## src/rtl/alarma_timer_ctrl_pkg.sv

```systemverilog
`default_nettype none
// ============================================================================
//  Module      : alarma_timer_ctrl_pkg
//  Description : Shared definitions for the alarm/timer controller: default
//                timing parameters, 2-bit state encoding and a counter-width
//                helper.
//  Revision    : 1.0 - initial release
// ============================================================================
package alarma_timer_ctrl_pkg;

    // Default timing for a 100 MHz system clock
    localparam int unsigned DEF_CLK_HZ          = 100000000;
    localparam int unsigned DEF_BLINK_HALF      = 25000000;
    localparam int unsigned DEF_ALARM_TIMEOUT_S = 60;

    // Controller state encoding
    localparam logic [1:0] ST_ESPERA_CONF = 2'd0;
    localparam logic [1:0] ST_CONF        = 2'd1;
    localparam logic [1:0] ST_TIMER_RUN   = 2'd2;
    localparam logic [1:0] ST_ALARMA_ON   = 2'd3;

    typedef enum logic [1:0] {
        ESPERA_CONF = ST_ESPERA_CONF,
        CONF        = ST_CONF,
        TIMER_RUN   = ST_TIMER_RUN,
        ALARMA_ON   = ST_ALARMA_ON
    } estado_t;

    // Bits needed for a counter holding values 0..n-1 (never less than 1)
    function automatic int unsigned cnt_width(input int unsigned n);
        if (n <= 2) begin
            return 1;
        end
        return $clog2(n);
    endfunction

endpackage : alarma_timer_ctrl_pkg
`default_nettype wire

```

## src/rtl/sincronizador_flanco.sv

```systemverilog
`default_nettype none
// ============================================================================
//  Module      : sincronizador_flanco
//  Description : Two-flop synchronizer for an asynchronous level input plus a
//                rising-edge detector producing a one-cycle pulse.
//  Revision    : 1.0 - initial release
// ============================================================================
module sincronizador_flanco (
    input  logic clk,
    input  logic reset,
    input  logic async_i,
    output logic sync_o,
    output logic rise_o
);

    logic meta_q;
    logic sync_q;
    logic prev_q;

    // Metastability chain followed by a one-cycle delayed copy for edge detection
    always_ff @(posedge clk) begin
        if (!reset) begin
            meta_q <= 1'b0;
            sync_q <= 1'b0;
            prev_q <= 1'b0;
        end else begin
            meta_q <= async_i;
            sync_q <= meta_q;
            prev_q <= sync_q;
        end
    end

    assign sync_o = sync_q;
    assign rise_o = sync_q & ~prev_q;

endmodule : sincronizador_flanco
`default_nettype wire

```

## src/rtl/alarma_timer_ctrl.sv

```systemverilog
`default_nettype none
// ============================================================================
//  Module      : alarma_timer_ctrl
//  Description : Alarm/timer controller. Lets the user configure a target
//                time, starts the RTC timer, raises the alarm when the running
//                timer matches the target, blinks while active and clears on
//                button press or after a timeout in seconds.
//  Revision    : 1.0 - initial release
// ============================================================================
module alarma_timer_ctrl
    import alarma_timer_ctrl_pkg::*;
#(
    parameter int unsigned CLK_HZ          = DEF_CLK_HZ,
    parameter int unsigned BLINK_HALF      = DEF_BLINK_HALF,
    parameter int unsigned ALARM_TIMEOUT_S = DEF_ALARM_TIMEOUT_S
) (
    input  logic       clk,
    input  logic       reset,
    input  logic       sw_config,
    input  logic       desactivar_alarma,
    input  logic [7:0] out_seg_timer,
    input  logic [7:0] out_min_timer,
    input  logic [7:0] out_hora_timer,
    input  logic [7:0] count_seg_timer,
    input  logic [7:0] count_min_timer,
    input  logic [7:0] count_hora_timer,
    output logic       flag_mostrar_count,
    output logic       estado_alarma,
    output logic       alarm_blink,
    output logic       start_timer
);

    localparam int unsigned PRESC_W = cnt_width(CLK_HZ);
    localparam int unsigned BLINK_W = cnt_width(BLINK_HALF);
    localparam int unsigned TOUT_W  = cnt_width(ALARM_TIMEOUT_S + 1);

    localparam logic [PRESC_W-1:0] C_PRESC_LAST = PRESC_W'(CLK_HZ - 1);
    localparam logic [BLINK_W-1:0] C_BLINK_LAST = BLINK_W'(BLINK_HALF - 1);
    localparam logic [TOUT_W-1:0]  C_TOUT_MAX   = TOUT_W'(ALARM_TIMEOUT_S);
    localparam logic [TOUT_W-1:0]  C_TOUT_PRE   =
        (ALARM_TIMEOUT_S > 0) ? TOUT_W'(ALARM_TIMEOUT_S - 1) : '0;

    // ------------------------------------------------------------------
    // Input synchronization
    // ------------------------------------------------------------------
    logic sw_sync;
    logic sw_rise_unused;
    logic des_sync_unused;
    logic des_p;

    sincronizador_flanco u_sync_sw (
        .clk     (clk),
        .reset   (reset),
        .async_i (sw_config),
        .sync_o  (sw_sync),
        .rise_o  (sw_rise_unused)
    );

    sincronizador_flanco u_sync_des (
        .clk     (clk),
        .reset   (reset),
        .async_i (desactivar_alarma),
        .sync_o  (des_sync_unused),
        .rise_o  (des_p)
    );

    // ------------------------------------------------------------------
    // Declarations
    // ------------------------------------------------------------------
    estado_t              state_q, state_d;
    logic                 flag_done_q, flag_done_d;
    logic                 start_q, start_d;
    logic [PRESC_W-1:0]   presc_q, presc_d;
    logic [TOUT_W-1:0]    tout_q, tout_d;
    logic [BLINK_W-1:0]   blink_cnt_q, blink_cnt_d;
    logic                 blink_q, blink_d;

    logic                 time_match;
    logic                 target_nonzero;
    logic                 sec_tick;
    logic                 timeout_hit;

    // Raw byte compare of running timer against the user target
    assign time_match     = (out_seg_timer  == count_seg_timer)
                          && (out_min_timer  == count_min_timer)
                          && (out_hora_timer == count_hora_timer);
    assign target_nonzero = |{count_hora_timer, count_min_timer, count_seg_timer};

    // One-second tick, meaningful only while the alarm is on
    assign sec_tick    = (presc_q == C_PRESC_LAST);

    // Timeout fires on the tick that brings the seconds count to its limit
    assign timeout_hit = (tout_q == C_TOUT_MAX)
                       || (sec_tick && (tout_q == C_TOUT_PRE));

    // ------------------------------------------------------------------
    // FSM
    // ------------------------------------------------------------------

    // State register
    always_ff @(posedge clk) begin
        if (!reset) begin
            state_q <= ESPERA_CONF;
        end else begin
            state_q <= state_d;
        end
    end

    // Next-state logic and Moore outputs
    always_comb begin
        state_d            = state_q;
        flag_mostrar_count = 1'b1;
        estado_alarma      = 1'b0;
        case (state_q)
            ESPERA_CONF: begin
                if (sw_sync) begin
                    state_d = CONF;
                end
            end
            CONF: begin
                if (!sw_sync) begin
                    state_d = TIMER_RUN;
                end
            end
            TIMER_RUN: begin
                flag_mostrar_count = 1'b0;
                // A new configuration request wins over a simultaneous match
                if (sw_sync) begin
                    state_d = CONF;
                end else if (flag_done_q) begin
                    state_d = ALARMA_ON;
                end
            end
            ALARMA_ON: begin
                estado_alarma = 1'b1;
                if (des_p || timeout_hit) begin
                    state_d = ESPERA_CONF;
                end
            end
            default: begin
                state_d = ESPERA_CONF;
            end
        endcase
    end

    // ------------------------------------------------------------------
    // Match flag and start pulse
    // ------------------------------------------------------------------

    // Next values: match only counts while running; start marks CONF exit
    always_comb begin
        flag_done_d = (state_q == TIMER_RUN) && time_match && target_nonzero;
        start_d     = (state_q == CONF) && !sw_sync;
    end

    // Registered match flag and start pulse
    always_ff @(posedge clk) begin
        if (!reset) begin
            flag_done_q <= 1'b0;
            start_q     <= 1'b0;
        end else begin
            flag_done_q <= flag_done_d;
            start_q     <= start_d;
        end
    end

    // ------------------------------------------------------------------
    // Seconds prescaler and alarm timeout counter
    // ------------------------------------------------------------------

    // Counters run only in ALARMA_ON and sit at zero otherwise
    always_comb begin
        presc_d = '0;
        tout_d  = '0;
        if (state_q == ALARMA_ON) begin
            if (sec_tick) begin
                presc_d = '0;
            end else begin
                presc_d = presc_q + PRESC_W'(1);
            end
            tout_d = tout_q;
            if (sec_tick && (tout_q != C_TOUT_MAX)) begin
                tout_d = tout_q + TOUT_W'(1);
            end
        end
    end

    // Prescaler and timeout registers
    always_ff @(posedge clk) begin
        if (!reset) begin
            presc_q <= '0;
            tout_q  <= '0;
        end else begin
            presc_q <= presc_d;
            tout_q  <= tout_d;
        end
    end

    // ------------------------------------------------------------------
    // Blink generator
    // ------------------------------------------------------------------

    // Blink starts high on entry, toggles every BLINK_HALF cycles, low elsewhere
    always_comb begin
        blink_cnt_d = '0;
        blink_d     = 1'b0;
        if (state_d == ALARMA_ON) begin
            if (state_q != ALARMA_ON) begin
                blink_cnt_d = '0;
                blink_d     = 1'b1;
            end else if (blink_cnt_q == C_BLINK_LAST) begin
                blink_cnt_d = '0;
                blink_d     = ~blink_q;
            end else begin
                blink_cnt_d = blink_cnt_q + BLINK_W'(1);
                blink_d     = blink_q;
            end
        end
    end

    // Blink registers
    always_ff @(posedge clk) begin
        if (!reset) begin
            blink_cnt_q <= '0;
            blink_q     <= 1'b0;
        end else begin
            blink_cnt_q <= blink_cnt_d;
            blink_q     <= blink_d;
        end
    end

    assign alarm_blink = blink_q;
    assign start_timer = start_q;

endmodule : alarma_timer_ctrl
`default_nettype wire
```

## config.mk

```make
export PLATFORM = sky130hd
export DESIGN_NAME = alarma_timer_ctrl
export DESIGN_NICKNAME = d
export VERILOG_FILES = /design/src/rtl/alarma_timer_ctrl_pkg.sv /design/src/rtl/sincronizador_flanco.sv /design/src/rtl/alarma_timer_ctrl.sv
export SDC_FILE = /design/constraint.sdc
export NUM_CORES = 1
export LEC_CHECK = 0
export ABC_CLOCK_PERIOD_IN_PS = 2700
export BUFFER_PORTS_ARGS = -buffer_cell sky130_fd_sc_hd__clkbuf_2
export CAP_MARGIN = 0
export CORE_ASPECT_RATIO = 0.6
export CORE_MARGIN = 5
export CORE_UTILIZATION = 50
export CTS_CLUSTER_DIAMETER = 60
export DETAILED_ROUTE_END_ITERATION = 7
export PLACE_DENSITY = 0.72
export SYNTH_ARGS = -nofsm -noshare
export SYNTH_HDL_FRONTEND = slang
export SYNTH_SLANG_ARGS = --single-unit
```

## constraint.sdc

```tcl
create_clock -name clk -period 2.7 [get_ports clk]
set_input_delay 0.27 -clock clk [delete_from_list [all_inputs] [get_ports clk]]
set_output_delay 0.27 -clock clk [all_outputs]
set_load 0.005 [all_outputs]
```

==> results.md <==
- Status: finished, final reports clean
- Worst Tran Pin Value: 0.389 ns
- Final Wtd Congestion: 0.817
- Slew Limit Fails: 0
- Lkg Pwr: 1.34 nW
- Syn nets: 429
- Most frequent cells in the layout: dfxtp_1 (68), nor2_1 (62), clkbuf_2 (55), xnor2_1 (49), xor2_1 (27)
- Synthesized area per cell: 8.74 sq um
- Max_slew headroom: 0.738
- Commonest non-fill, non-tap cell in the layout: dfxtp_1
- Total iterations of the first detailed-routing run: 4
- Synthesized instance count: 373
- Min Tclk post-route: 2.49 ns
- CTS buffer count: 9
- Final Cycle Share: 0.921
- Skew final: 0.00668 ns
- Final hold violation count: 0
- Sequential area share after synthesis: 0.418
- Total number of vias: 2,687
- Post-CTS Hold Fix Bufs: 0
- HP Class: input port to flop
- Critical path data required time: 2.94 ns
- Floorplan die width: 114 microns
- Arrival @ worst endpoint: 2.73 ns
- Routed WL: 6630 microns
- Critical path peak fanout: 20
- # setup viols final: 0
- Mapped cell area: 3260 sq um
- Final HPWL DP: 5010 microns
- GRT Overall Usage: 0.175
- First-pass GRT wire length: 11,600 microns
- Post-CTS Setup Bufs: 0
- Pwr dens: 507 nW/um^2
- Initial Utilization: 0.524
- Via density: 5.13
- Critical Path Start Type: flop
- RSZ-0062 raised after global routing: false
- # resized after CTS: 0
- Total negative setup slack: 0 ns
- Clk Latency, worst-skew pair: 0.35 ns
- Die H: 72.5 microns
- Synthesis-to-layout area growth: 18.5%
- Root Driver: clkbuf_8
- Kind of end point of the critical path: flop
- Post-layout util: 0.621
- DRC viols: 0
- Clock Tree Buf Depth: 2
- DRT iter0 DRCs: 167
- Hold slack: 0.122 ns
- Avg WL per Cell: 12.6 microns
- VDD IR max: 343 uV
- # IOs: 56
- Largest net degree at the start of global routing: 26
- CTS Sinks: 68
- Layout cells sized above 1: 0.182
- GR Overflow Total: 0
- CTS clock-pin slew for the worst setup and hold paths: 0.06 ns
- Rows: 22
- Total of max-cap violations: 0
- Port buffer count: 55
- Final ANT Viol Nets: 0
- Number of synthesized register bits: 68
- Initial antenna violation count: 0
- H-Tree Depth: 3
- CTS tree: built
- Final Net Count: 492
- Post-synthesis cell type count: 37
- Antenna Cells: 0
- Crit Path Category: flop to flop
- F_max: 0.402 GHz
- Vias in the first global route: 2,558
- Core region area: 6220 sq um
- Die ar.: 8290 sq um
- Yosys warning count: 0
-- metrics by stage --
step / power [W] / area (sq um) / worst slack (ns) / cells
CTS: 0.00199 / 3860 / 0.212 / 524
global placement: 0.00112 / 3660 / 0.273 / 509
global route: 0.00204 / 3860 / 0.140 / 524
finish: 0.00196 / 3860 / 0.212 / 524
detailed placement: 0.00112 / 3660 / 0.233 / 509
floorplan: 0.00107 / 3260 / 0.352 / 373
-- kinds of logic (layout without fill, tap and decap cells) --
| logic type | count (synthesis) | in the layout | share of synthesized area |
|---|---|---|---|
| xor gates and xnor gates | 76 | 76 | 0.204 |
| DFF | 68 | 68 | 0.418 |
| AOI/OAI and AO/OA | 12 | 12 | 0.0261 |
| muxes | 1 | 1 | 0.00307 |
| buffers and inverters | 18 | 85 | 0.0215 |
| adders and majority gates | 4 | 4 | 0.0154 |
| and+or+nand+nor | 194 | 194 | 0.312 |
-- registers in the layout (all words and copies together) (netlist names), 2 cells and up --
name / flops
presc_q: 27
blink_cnt_q: 25
tout_q: 6
state_q: 2
-- layer usage --
layer  vias up  GRT usage  part of all wire
li1       1419          -                 -
met1      1214      0.249              0.53
met2        49      0.244              0.41
met3         5     0.0625             0.050
met4         0     0.0553            0.0086
met5         -          0                 0
-- area by class of cell --
| cell class | instances | area [sq um] |
|---|---|---|
| Inverter | 9 | 33.8 |
| Sequential cell | 68 | 1360 |
| Timing Repair Buffer | 61 | 333 |
| Multi-Input combinational cell | 287 | 1830 |
| Clock inverter | 1 | 30.0 |
| Tap cell | 84 | 105 |
| Fill cell | 536 | 2360 |
| Clock buffer | 14 | 173 |
-- power by group --
part	leakage, nW	switching (W)	internal, W	total [W]
registers	0.548	0.00000169	0.00101	0.00101
clock network	0.103	0.000359	0.000498	0.000857
logic	0.684	0.0000375	0.0000547	0.0000922
-- final timing paths --
check                    start                 to  slack, ns  cells after the start
max                 presc_q[9]    blink_cnt_q[15]       0.21                      6
min                  sw_config   u_sync_sw.meta_q       0.12                      2
max reg2reg         presc_q[9]    blink_cnt_q[15]       0.21                      6
min reg2reg  u_sync_des.meta_q  u_sync_des.sync_o       0.43                      1
-- synthesized netlist by cell type --
cell type   n  share of area
dfxtp_1    68           0.42
nor2_1     62          0.071
xnor2_1    49           0.13
xor2_1     27          0.073
nand3_1    24          0.037
nand2_1    21          0.024
nand4_1    20          0.038
nor4_1     18          0.035
and2_1     10          0.019
and3_1      9          0.017
inv_1       9          0.010
and4_1      7          0.019
clkbuf_1    7         0.0081
nor3_1      5         0.0077
ha_1        4          0.015
or4_1       4         0.0092
nand2b_1    3         0.0058
o31ai_1     3         0.0069
a21oi_1     2         0.0031
buf_2       2         0.0031
o21bai_1    2         0.0046
or2_2       2         0.0038
a21boi_0    1         0.0023
a21o_1      1         0.0023
a221oi_1    1         0.0027
mux2i_1     1         0.0031
nand4b_1    1         0.0027
nor2b_1     1         0.0019
nor3b_1     1         0.0023
nor4b_1     1         0.0027
o21ai_0     1         0.0015
o221ai_1    1         0.0027
or2_4       1         0.0027
or3b_2      1         0.0027
or4_4       1         0.0035
or4b_2      1         0.0031
or4bb_1     1         0.0035
-- worst max-delay path, cell delays in order (launching register included) --
cell	delay, ns
dfxtp_1	0.35
or4_1	0.55
or4_4	0.57
or4_1	0.54
nand3_1	0.15
buf_12	0.16
nor2_1	0.06
(Power assumes the default switching activity.)
